<file path="config.mk">
export PLATFORM = sky130hd
export DESIGN_NAME = serial_tx_arbiter
export DESIGN_NICKNAME = d
export VERILOG_FILES = /design/src/rtl/serial_tx_arbiter.sv
export SDC_FILE = /design/constraint.sdc
export NUM_CORES = 1
export LEC_CHECK = 0
export CORE_MARGIN = 2
export CORE_UTILIZATION = 39
export DETAILED_ROUTE_END_ITERATION = 6
export PLACE_DENSITY = 0.83
export SLEW_MARGIN = 25
export SYNTH_ARGS = -nofsm -noshare
export SYNTH_HDL_FRONTEND = slang
export SYNTH_SLANG_ARGS = --single-unit
</file>
<file path="constraint.sdc">
create_clock -name clk -period 3.6 [get_ports clk]
set_clock_uncertainty 0.15 [all_clocks]
set_input_delay 0.36 -clock clk [delete_from_list [all_inputs] [get_ports clk]]
set_output_delay 0.36 -clock clk [all_outputs]
set_load 0.1 [all_outputs]
</file>
<file path="src/rtl/serial_tx_arbiter.sv">
// serial_tx_arbiter: round-robin sharing of one UART word transmitter among
// NUM_REQ requesters. One word transfer per grant, completion ack per requester.
// Optional launch watchdog: define SERIAL_TX_ARB_WDOG_EN to enable it.
module serial_tx_arbiter #(
   parameter int NUM_REQ     = 3,
   parameter int WDOG_CYCLES = 1023
) (
   input  logic                    clk,
   input  logic                    rst_n,
   input  logic [NUM_REQ-1:0]      req,
   input  logic [32*NUM_REQ-1:0]   req_word,
   input  logic [3*NUM_REQ-1:0]    req_bytes,
   output logic [NUM_REQ-1:0]      gnt,
   output logic [NUM_REQ-1:0]      ack,
   output logic                    busy,
   output logic                    err,
   output logic                    tx_start,
   input  logic                    tx_busy,
   output logic [31:0]             tx_word,
   output logic [2:0]              tx_bytes
);

   localparam int IDX_W = $clog2(NUM_REQ);

   typedef enum logic [1:0] {
      IDLE   = 2'd0,
      LAUNCH = 2'd1,
      WAIT   = 2'd2,
      DONE   = 2'd3
   } state_t;

   if (NUM_REQ < 2 || NUM_REQ > 8 || WDOG_CYCLES < 1) begin : g_param_check
      $error("serial_tx_arbiter: NUM_REQ must be 2..8 and WDOG_CYCLES >= 1");
   end

   state_t               state_q, state_d;
   logic [IDX_W-1:0]     last_q, last_d;
   logic [IDX_W-1:0]     win_q, win_d;
   logic [NUM_REQ-1:0]   gnt_q, gnt_d;
   logic [NUM_REQ-1:0]   ack_q, ack_d;
   logic                 tx_start_q, tx_start_d;
   logic [31:0]          tx_word_q, tx_word_d;
   logic [2:0]           tx_bytes_q, tx_bytes_d;

   logic                 pick_valid;
   logic [IDX_W-1:0]     pick_idx;
   logic [31:0]          sel_word;
   logic [2:0]           sel_bytes;

`ifdef SERIAL_TX_ARB_WDOG_EN
   localparam int CNT_W = $clog2(WDOG_CYCLES + 1);
   logic [CNT_W-1:0]     cnt_q, cnt_d;
   logic                 err_q, err_d;
`endif

   // Round-robin search: first requesting index after last_q, wrapping around.
   always_comb begin
      int cand;
      pick_valid = 1'b0;
      pick_idx   = '0;
      cand       = 0;
      for (int k = 1; k <= NUM_REQ; k++) begin
         cand = int'(last_q) + k;
         if (cand >= NUM_REQ) cand = cand - NUM_REQ;
         if (!pick_valid && req[cand]) begin
            pick_valid = 1'b1;
            pick_idx   = IDX_W'(cand);
         end
      end
   end

   assign sel_word  = req_word[32*int'(pick_idx) +: 32];
   assign sel_bytes = req_bytes[3*int'(pick_idx) +: 3];

   // Next-state and registered-output logic of the transaction sequencer.
   always_comb begin
      state_d    = state_q;
      last_d     = last_q;
      win_d      = win_q;
      gnt_d      = gnt_q;
      ack_d      = '0;
      tx_word_d  = tx_word_q;
      tx_bytes_d = tx_bytes_q;
`ifdef SERIAL_TX_ARB_WDOG_EN
      cnt_d      = cnt_q;
      err_d      = 1'b0;
`endif
      case (state_q)
         IDLE: begin
            // The cycle carrying ack still shows gnt; drop it here and
            // arbitrate only once the ack has gone, giving one idle gap.
            if (ack_q != '0) begin
               gnt_d = '0;
            end else if (pick_valid) begin
               win_d           = pick_idx;
               gnt_d           = '0;
               gnt_d[pick_idx] = 1'b1;
               tx_word_d       = sel_word;
               if (sel_bytes == 3'd0) begin
                  tx_bytes_d = 3'd0;
                  state_d    = DONE;
               end else begin
                  tx_bytes_d = (sel_bytes > 3'd4) ? 3'd4 : sel_bytes;
                  state_d    = LAUNCH;
`ifdef SERIAL_TX_ARB_WDOG_EN
                  cnt_d      = '0;
`endif
               end
            end
         end
         LAUNCH: begin
            if (tx_busy) begin
               state_d = WAIT;
            end else begin
`ifdef SERIAL_TX_ARB_WDOG_EN
               // Transmitter never answered: abandon, but still advance the
               // pointer so this requester cannot lock out the others.
               if (cnt_q == CNT_W'(WDOG_CYCLES - 1)) begin
                  state_d = IDLE;
                  gnt_d   = '0;
                  err_d   = 1'b1;
                  last_d  = win_q;
               end else begin
                  cnt_d = cnt_q + 1'b1;
               end
`endif
            end
         end
         WAIT: begin
            if (!tx_busy) state_d = DONE;
         end
         DONE: begin
            ack_d   = gnt_q;
            last_d  = win_q;
            state_d = IDLE;
         end
         default: state_d = IDLE;
      endcase
      tx_start_d = (state_d == LAUNCH);
   end

   // State and output registers; asynchronous reset abandons any transfer.
   always_ff @(posedge clk or negedge rst_n) begin
      if (!rst_n) begin
         state_q    <= IDLE;
         last_q     <= IDX_W'(NUM_REQ - 1);
         win_q      <= '0;
         gnt_q      <= '0;
         ack_q      <= '0;
         tx_start_q <= 1'b0;
         tx_word_q  <= '0;
         tx_bytes_q <= '0;
`ifdef SERIAL_TX_ARB_WDOG_EN
         cnt_q      <= '0;
         err_q      <= 1'b0;
`endif
      end else begin
         state_q    <= state_d;
         last_q     <= last_d;
         win_q      <= win_d;
         gnt_q      <= gnt_d;
         ack_q      <= ack_d;
         tx_start_q <= tx_start_d;
         tx_word_q  <= tx_word_d;
         tx_bytes_q <= tx_bytes_d;
`ifdef SERIAL_TX_ARB_WDOG_EN
         cnt_q      <= cnt_d;
         err_q      <= err_d;
`endif
      end
   end

   assign gnt      = gnt_q;
   assign ack      = ack_q;
   assign busy     = (state_q != IDLE);
   assign tx_start = tx_start_q;
   assign tx_word  = tx_word_q;
   assign tx_bytes = tx_bytes_q;
`ifdef SERIAL_TX_ARB_WDOG_EN
   assign err      = err_q;
`else
   assign err      = 1'b0;
`endif

endmodule

</file>
* Word-level counts from Yosys, hierarchy flattened
Index checks and enable logic that the tools add are counted.
** Operators by class
- Add/sub/neg operators :: 6
- Multiply operators :: 1
- Eq/ne operators :: 4
- Reduce and logical (&&, ||, !) cells :: 12
- Bitwise operators :: 1
- Mux-type cells :: 31
- Magnitude comparators :: 9
- Shift operators :: 2
** Operators with widths (count)
- less-than comparator 32 x 4 -> 1 bit (second input constant) :: 3
- 2-to-1 mux 32 bit :: 3
- variable part select 96 x 8 -> 32 bit :: 1
- 2-to-1 mux 2 bit :: 8
- 2-to-1 mux 3 bit :: 5
- subtractor 3 x 2 -> 4 bit (second input constant) :: 3
- 2-to-1 mux 1 bit :: 10
- greater-or-equal comparator 3 x 2 -> 1 bit (second input constant) :: 3
- variable part select 9 x 5 -> 3 bit :: 1
- one-hot mux 2 bit (4 select lines) :: 1
- adder 2 x 2 -> 3 bit (second input constant) :: 2
- binary-select mux 1 bit (select 2 bit) :: 3
- == test 2 x 1 -> 1 bit (second input constant) :: 2
- == test 2 bit (second input constant) :: 2
- multiplier 2 x 2 -> 4 bit (first input constant) :: 1
- nonzero test 2 bit :: 2
- adder 2 x 1 -> 3 bit (second input constant) :: 1
- greater-than comparator 3 bit (second input constant) :: 1
- logical AND 1 bit :: 3
- logical NOT 3 bit :: 1
- less-than comparator 2 x 3 -> 1 bit (second input constant) :: 1
- AND reduction 3 bit :: 1
- nonzero test 3 bit :: 1
- demux 1 bit (select 2 bit) :: 1
- 5 further kinds :: 6
** Word-level totals
- Logic and storage cells :: 74
- Bits in registers :: 48
- Output and inout port bits :: 44
- Bits of input ports :: 111

* Depth between registers and ports, before layout
Gate-level depths: netlist of the first run.
- Depth after elaboration :: 21
- Depth in mapped cells :: 12

* Worst setup path before layout of the first run
No wires, ideal clock.
- Kind :: register to register
- Start :: register last_q[1]
- End :: register state_q[1]
- Buffers on the path :: 2
- Path slack :: 0.831 ns
- Clock period less this slack :: 2.769 ns
- Stages on the path, launching flop included :: 12
- Arrival time :: 2.554 ns
- Path through :: dfstp_2 inv_1 ha_1 buf_6 mux2_4 a21bo_2 o21ai_1 nand2b_1 buf_6 mux2_4 a211oi_2 a31o_1
** Between the ends
- Longest elaborated chain between the ends :: 20
** Ends and longest elaborated chain
- from (decl) :: line 37 : logic [IDX_W-1:0] last_q, last_d;
- from (signal assigned) :: line 146 : last_q <= IDX_W'(NUM_REQ - 1);
- from (signal assigned) :: line 159 : last_q <= last_d;
- adder 2 x 1 -> 3 bit :: line 63 : cand = int'(last_q) + k;
- subtractor 3 x 2 -> 4 bit or greater-or-equal comparator 3 x 2 -> 1 bit (tied branches) :: line 64 : if (cand >= NUM_REQ) cand = cand - NUM_REQ;
- 2-to-1 mux 32 bit :: line 64
- binary-select mux 1 bit (select 2 bit) :: line 65 : if (!pick_valid && req[cand]) begin
- 2-to-1 mux 1 bit (implied by the code) (2 in a row) :: line 65
- 2-to-1 mux 1 bit :: line 65
- logical NOT 1 bit :: line 65
- logical AND 1 bit :: line 65
- (+4 left out)
- multiplier 2 x 2 -> 4 bit :: line 73 : assign sel_bytes = req_bytes[3*int'(pick_idx) +: 3];
- variable part select 9 x 5 -> 3 bit :: line 73
- logical NOT 3 bit :: line 99 : if (sel_bytes == 3'd0) begin
- 2-to-1 mux 2 bit :: line 99
- 2-to-1 mux 2 bit * :: line 94 : end else if (pick_valid) begin
- 2-to-1 mux 2 bit * :: line 92 : if (ack_q != '0) begin
- one-hot mux 2 bit (4 select lines) * :: line 88 : case (state_q)
- via state_d[1] :: line 36 : state_t state_q, state_d;
- to (signal assigned) :: line 158 : state_q <= state_d;
- to (decl) :: line 36
Mark *: on every way through the listed nets, which the timed path passes. The rest lies on a longest branch. The select of a mux whose other input is x is not followed.
A chain may end at the register's enable or synchronous reset.

* Worst setup path in the final report of the first run
- Start :: register last_q[0]
- End :: register tx_start_q (netlist: tx_start)
** Between the ends
- Longest elaborated chain between the ends :: 21
** Ends and longest elaborated chain
- adder 2 x 1 -> 3 bit :: line 63
- subtractor 3 x 2 -> 4 bit or greater-or-equal comparator 3 x 2 -> 1 bit (tied branches) :: line 64
- 2-to-1 mux 32 bit :: line 64
- binary-select mux 1 bit (select 2 bit) :: line 65
- 2-to-1 mux 1 bit (implied by the code) (2 in a row) :: line 65
- 2-to-1 mux 1 bit :: line 65
- logical NOT 1 bit :: line 65
- logical AND 1 bit :: line 65
- (+5 left out)
- variable part select 9 x 5 -> 3 bit :: line 73
- logical NOT 3 bit :: line 99
- 2-to-1 mux 2 bit :: line 99
- 2-to-1 mux 2 bit * :: line 94
- 2-to-1 mux 2 bit * :: line 92
- one-hot mux 2 bit (4 select lines) * :: line 88
- == test 2 x 1 -> 1 bit * :: line 139 : tx_start_d = (state_d == LAUNCH);
- via tx_start_d :: line 41 : logic tx_start_q, tx_start_d;
- to (signal assigned) :: line 163 : tx_start_q <= tx_start_d;
- to (decl) :: line 41
Marks and branches as above.

==> flow_summary.yaml, run 1 <==
layout:
  final_util: 0.6545
  n_antenna_cell: 0
  fillerInstances: 574
  drive_gt1_frac: 0.06652
  syn2layout_area_growth_pct: 60.33
  fin_nets: 580
worst_setup_path:
  cp_top_family: "simple AND/OR/NAND/NOR gates"
  cp.arrival_ns: 3.27
  critPathMaxStageDelay_ns: 0.48
  cp.buffers_inverters: 1
  crit_type: "reg2reg"
  cp_max_fo: 22
  r2r_start: "last_q[0]"
  slowest_stage: "dfrtp_1"
  crit_path_end_kind: "flip-flop"
  cp.required_ns: 3.63
  worstReg2RegEnd: "tx_start"
  reg2reg_slack_ns: 0.36
  crit_chain: "inv_1 -> ha_1 -> or3b_1 -> o21a_2 -> nand3_1 -> nand3_2 -> mux2_2 -> a211oi_1 -> a21oi_1"
  cp.depth: 9
  start_kind: "flip-flop"
  r2r_cells: 9
cts:
  cts-resized-gates: 0
  ctsLongestPathBuffers: 2
  htree_levels: 2
  clk_pin_slew_ns: 0.09
  numCtsBuffers: 5
  clockRootBuffer: "clkbuf_8"
  worstSkewPairLatency_ns: 0.29
  cts_tree: "built"
  cts_num_sinks: 48
synthesis:
  avgSynthCellArea_um2: 8.735
  async_reset_ff_frac: 1.000
  synth_cell_types: 45
  ys_warn_count: 0
  synth_ff_type: "dfrtp_1"
  seq_area_frac_synth: 0.4288
  post-synth-top-count-cell: "nand2_1"
  syn_inst: 321
  synth_area_leaders: "dfrtp_1 42%, nand2_1 10%, a311oi_1 10%, a21o_1 8.8%, nor2_1 5.0%"
  syn_area_um2: 2804
  ys_seq_elements: 48
  synth_top_area_share: 0.4195
  synth_edf_count: 0
  synth_top_area_cell: "dfrtp_1"
  ys_top_cells_by_count: "77 x nand2_1, 47 x dfrtp_1, 37 x nor2_1, 33 x a21o_1, 32 x a311oi_1"
  synth_nets: 436
die:
  ios: 155
  die_x_um: 88.79
  die-area_um2: 7884
  row_count: 30
  coreArea_um2: 6869
  start_util: 0.4082
  die_h_um: 88.79
routing:
  avgRoutedWirePerCell_um: 15.14
  drt_wl_total_mm: 8.508
  drc: 0
  avgViaCountPerCell: 5.285
  ant_nets: 0
  num_vias: 2970
  drtIter0Drc: 92
  dr.pass1.iters: 4
place:
  dp_slack_ns: 0.3813
  hpwl_mm: 6.411
  place.gp.congestion: 0.8134
  portBuffers: 153
timing:
  slew_violations: 0
  finalSetupTns_ns: 0
  min_period_over_period: 0.8995
  setup_slack_ns: 0.3618
  setup_viol: 0
  hold_viol_final: 0
  fin_crit_ns: 3.238
  relSlewSlack: 0.3237
  max_slew.worst_pin.slew_ns: 1.011
  clock.fmax_mhz: 308.8
  rsz0062_at_grt: "false"
worst_hold_path:
  hp-class: "reg2reg"
  worstHoldStart: "tx_word[8]"
  hold_depth: 1
  holdPathEnd: "tx_word[8]"
grt:
  grt_pass1_vias: 2787
  grt_pass1_wl_mm: 12.99
  grt_max_degree: 49
  gr-total-overflow: 0
  track_usage: 0.2088
  antenna_found_initial: 0
status:
  status: "finished, final reports clean"
flow_run:
  cap_viol_max_count: 0
## how the worst max path moves through the flow
stage                     slack, ns  startpoint    endpoint
final                          0.36   last_q[0]    tx_start
after global routing           0.11   last_q[0]  tx_word[0]
after CTS                      0.37   last_q[0]  tx_word[0]
after detailed placement       0.38   last_q[0]  tx_word[0]
after global placement         0.44   last_q[1]  tx_word[3]
after floorplan                0.83   last_q[1]  state_q[1]
## timing repair
| action | in CTS | in global routing |
|---|---|---|
| buffers inserted | 0 | 0 |
| hold buffers | 0 | 1 |
| hold endpoints to repair | 0 | 47 |
## sequential cells by signal, summed over array words and instances (netlist names)
signal / cells
ack: 3
gnt: 3
last_q: 2
state_q: 2
tx_bytes: 3
tx_start: 1
tx_word: 32
win_q: 2
## kinds of logic after synthesis
kind of cell,synth area share
AOI/OAI and AO/OA,0.2610
adders and majority gates,0.01785
buffers and inverters,0.05176
DFF,0.4288
muxes,0.03793
other,0.001337
and+or+nand+nor,0.2013
## cells in the final DEF, fill, tap and decap left out, types with 2 or more instances in the layout
| cell type | count |
|---|---|
| mux2_4 | 2 |
| ha_1 | 4 |
| buf_4 | 8 |
| a21o_1 | 33 |
| clkbuf_8 | 5 |
| mux2_2 | 5 |
| or2_2 | 2 |
| nand3_1 | 5 |
| o21ai_0 | 6 |
| nor2_1 | 37 |
| a21oi_1 | 4 |
| nand2_1 | 77 |
| mux2i_1 | 2 |
| and3_1 | 4 |
| a311oi_1 | 32 |
| o31ai_1 | 2 |
| a211oi_1 | 2 |
| clkbuf_1 | 2 |
| dfrtp_1 | 47 |
| inv_1 | 5 |
| o211ai_1 | 2 |
| o21a_1 | 2 |
| clkdlybuf4s50_1 | 152 |
## worst reg2reg max path: stages (launching register included)
cell and delay (ns):
dfrtp_1 0.48, inv_1 0.14, ha_1 0.45, or3b_1 0.46, o21a_2 0.17, nand3_1 0.10
nand3_2 0.37, mux2_2 0.43, a211oi_1 0.27, a21oi_1 0.10
## routing by layer
layer  up-vias  part of all wire  track usage
met5         -                 0            0
met4         0             0.018      0.05923
met3        15             0.081      0.05037
met2       106              0.49       0.3643
met1      1417              0.41       0.2568
li1       1432                 -            -
## stage by stage
stage | cell area (um2) | hold WS [ns] | instances
finish | 4496 | 0.3310 | 562
global placement | 4402 | 0.3072 | 553
floorplan | 2804 | -0.08559 | 321
global route | 4496 | 0.3519 | 562
CTS | 4483 | 0.1321 | 561
detailed placement | 4402 | 0.3148 | 553
## layout make-up
cell class                 count  area (um2)  share of cell area
clock inverter                 1       5.005            0.001113
multi-input combinational    243        1461              0.3251
timing repair buffer         162        1612              0.3585
tap                           96       120.1             0.02672
clock buffer                   7       76.32             0.01698
inverter                       5       18.77            0.004175
sequential                    48        1202              0.2675
Power of run 1 is not shown: default switching activity piles up to over one toggle a cycle in this logic, so the estimate is an artifact.
==> inputs of run 2 (changes only) <==
Settings changed: CORE_UTILIZATION 39 to 40, CTS_BUF_LIST from default to sky130_fd_sc_hd__clkbuf_8, PLACE_DENSITY 0.83 to 0.85.
==> flow_summary.yaml, run 2 (synthesized netlist as in run 1, its figures left out) <==
timing:
  finalSetupTns_ns: 0
  fin_crit_ns: 3.267
  rsz0062_at_grt: "false"
  setup_viol: 0
  relSlewSlack: 0.3265
  min_period_over_period: 0.9076
  hold_viol_final: 0
  max_slew.worst_pin.slew_ns: 1.007
  slew_violations: 0
  clock.fmax_mhz: 306.1
routing:
  avgRoutedWirePerCell_um: 14.65
  avgViaCountPerCell: 5.253
  ant_nets: 0
  num_vias: 2952
  drc: 0
  dr.pass1.iters: 4
  drtIter0Drc: 128
  drt_wl_total_mm: 8.233
worst_setup_path:
  cp.arrival_ns: 3.31
  crit_type: "reg2reg"
  cp_max_fo: 24
  crit_path_end_kind: "flip-flop"
  reg2reg_slack_ns: 0.33
  cp.required_ns: 3.65
  start_kind: "flip-flop"
cts:
  clk_pin_slew_ns: 0.09
  numCtsBuffers: 5
  cts_tree: "built"
  htree_levels: 2
  cts-resized-gates: 0
  post_cts_buffers: 0
  clockRootBuffer: "clkbuf_8"
  worstSkewPairLatency_ns: 0.30
  cts-hold-fix-buffers: 1
  ctsLongestPathBuffers: 2
  cts_num_sinks: 48
worst_hold_path:
  hp-class: "reg2reg"
die:
  row_count: 30
  ios: 155
  coreArea_um2: 6794
  die-area_um2: 7696
  die_x_um: 87.73
  die_h_um: 87.73
  start_util: 0.4127
place:
  portBuffers: 153
  place.gp.congestion: 0.9691
  hpwl_mm: 6.244
layout:
  n_antenna_cell: 0
  drive_gt1_frac: 0.07082
  fin_nets: 580
  largest_register_ffs: 32
  final_common_cell: "clkdlybuf4s50_1"
  fillerInstances: 578
  syn2layout_area_growth_pct: 61.49
  layout_common_cells: "152 x clkdlybuf4s50_1, 77 x nand2_1, 47 x dfrtp_1, 37 x nor2_1, 33 x a21o_1"
status:
  status: "finished, final reports clean"
grt:
  gr-total-overflow: 0
  grt_pass1_vias: 2825
  antenna_found_initial: 0
  track_usage: 0.2100
  grt_max_degree: 49
  grt_pass1_wl_mm: 12.79
flow_run:
  cap_viol_max_count: 0
==> run 2: cell count changes in the layout (fill, tap and decap cells not counted) <==
cell | previous run | this run
clkbuf_1 | 2 | 0
clkbuf_8 | 5 | 7
buf_12 | 1 | 0
buf_4 | 8 | 9
bufinv_16 | 0 | 1
clkinv_2 | 1 | 0
==> run 2: cell type report <==
type / instances / area [um2] / share of cell area
Clock buffer: 7 / 96.34 / 0.02128
Clock inverter: 1 / 30.03 / 0.006632
Multi-Input combinational cell: 243 / 1461 / 0.3227
Sequential cell: 48 / 1202 / 0.2655
Timing Repair Buffer: 162 / 1599 / 0.3531
Inverter: 5 / 18.77 / 0.004145
Tap cell: 96 / 120.1 / 0.02653
==> run 2: path summary, 6_finish.rpt <==
| kind | end | from | cells past startpoint |
|---|---|---|---|
| max in group asynchronous | tx_bytes[0] | rst_n | 2 |
| min reg2reg | tx_word[20] | tx_word[20] | 1 |
| min | tx_word[20] | tx_word[20] | 1 |
| max | state_q[1] | last_q[0] | 9 |
| max reg2reg | state_q[1] | last_q[0] | 9 |
| min in group asynchronous | tx_word[2] | rst_n | 2 |
==> run 2: critical path, cell delays in order, from the launching register on <==
cell	delay, ns
dfrtp_1	0.49
inv_1	0.14
ha_1	0.45
or3b_1	0.47
o21a_2	0.17
nand3_1	0.11
nand3_2	0.37
a31oi_1	0.50
a211oi_2	0.08
a31o_1	0.23
==> run 2: per-stage QoR <==
stage / area (um2) / util / worst slack, ns / hold WS [ns] / cells
3_3_place_gp: 4389 / 0.6460 / 0.5440 / 0.3091 / 553
3_5_place_dp: 4392 / 0.6464 / 0.3519 / 0.2646 / 553
6_report: 4528 / 0.6665 / 0.3326 / 0.3303 / 562
2_1_floorplan: 2804 / - / 0.8307 / -0.08559 / 321
4_1_cts: 4528 / 0.6665 / 0.3371 / 0.3344 / 562
5_1_grt: 4528 / 0.6665 / 0.09193 / 0.3397 / 562
==> run 2: layer usage <==
layer / up-vias / part of all wire / track usage
li1: 1431 / - / -
met1: 1389 / 0.40 / 0.2286
met2: 117 / 0.49 / 0.3857
met3: 15 / 0.092 / 0.06409
met4: 0 / 0.019 / 0.07133
met5: - / 0 / 0
Power of run 2 is left out for the same reason.
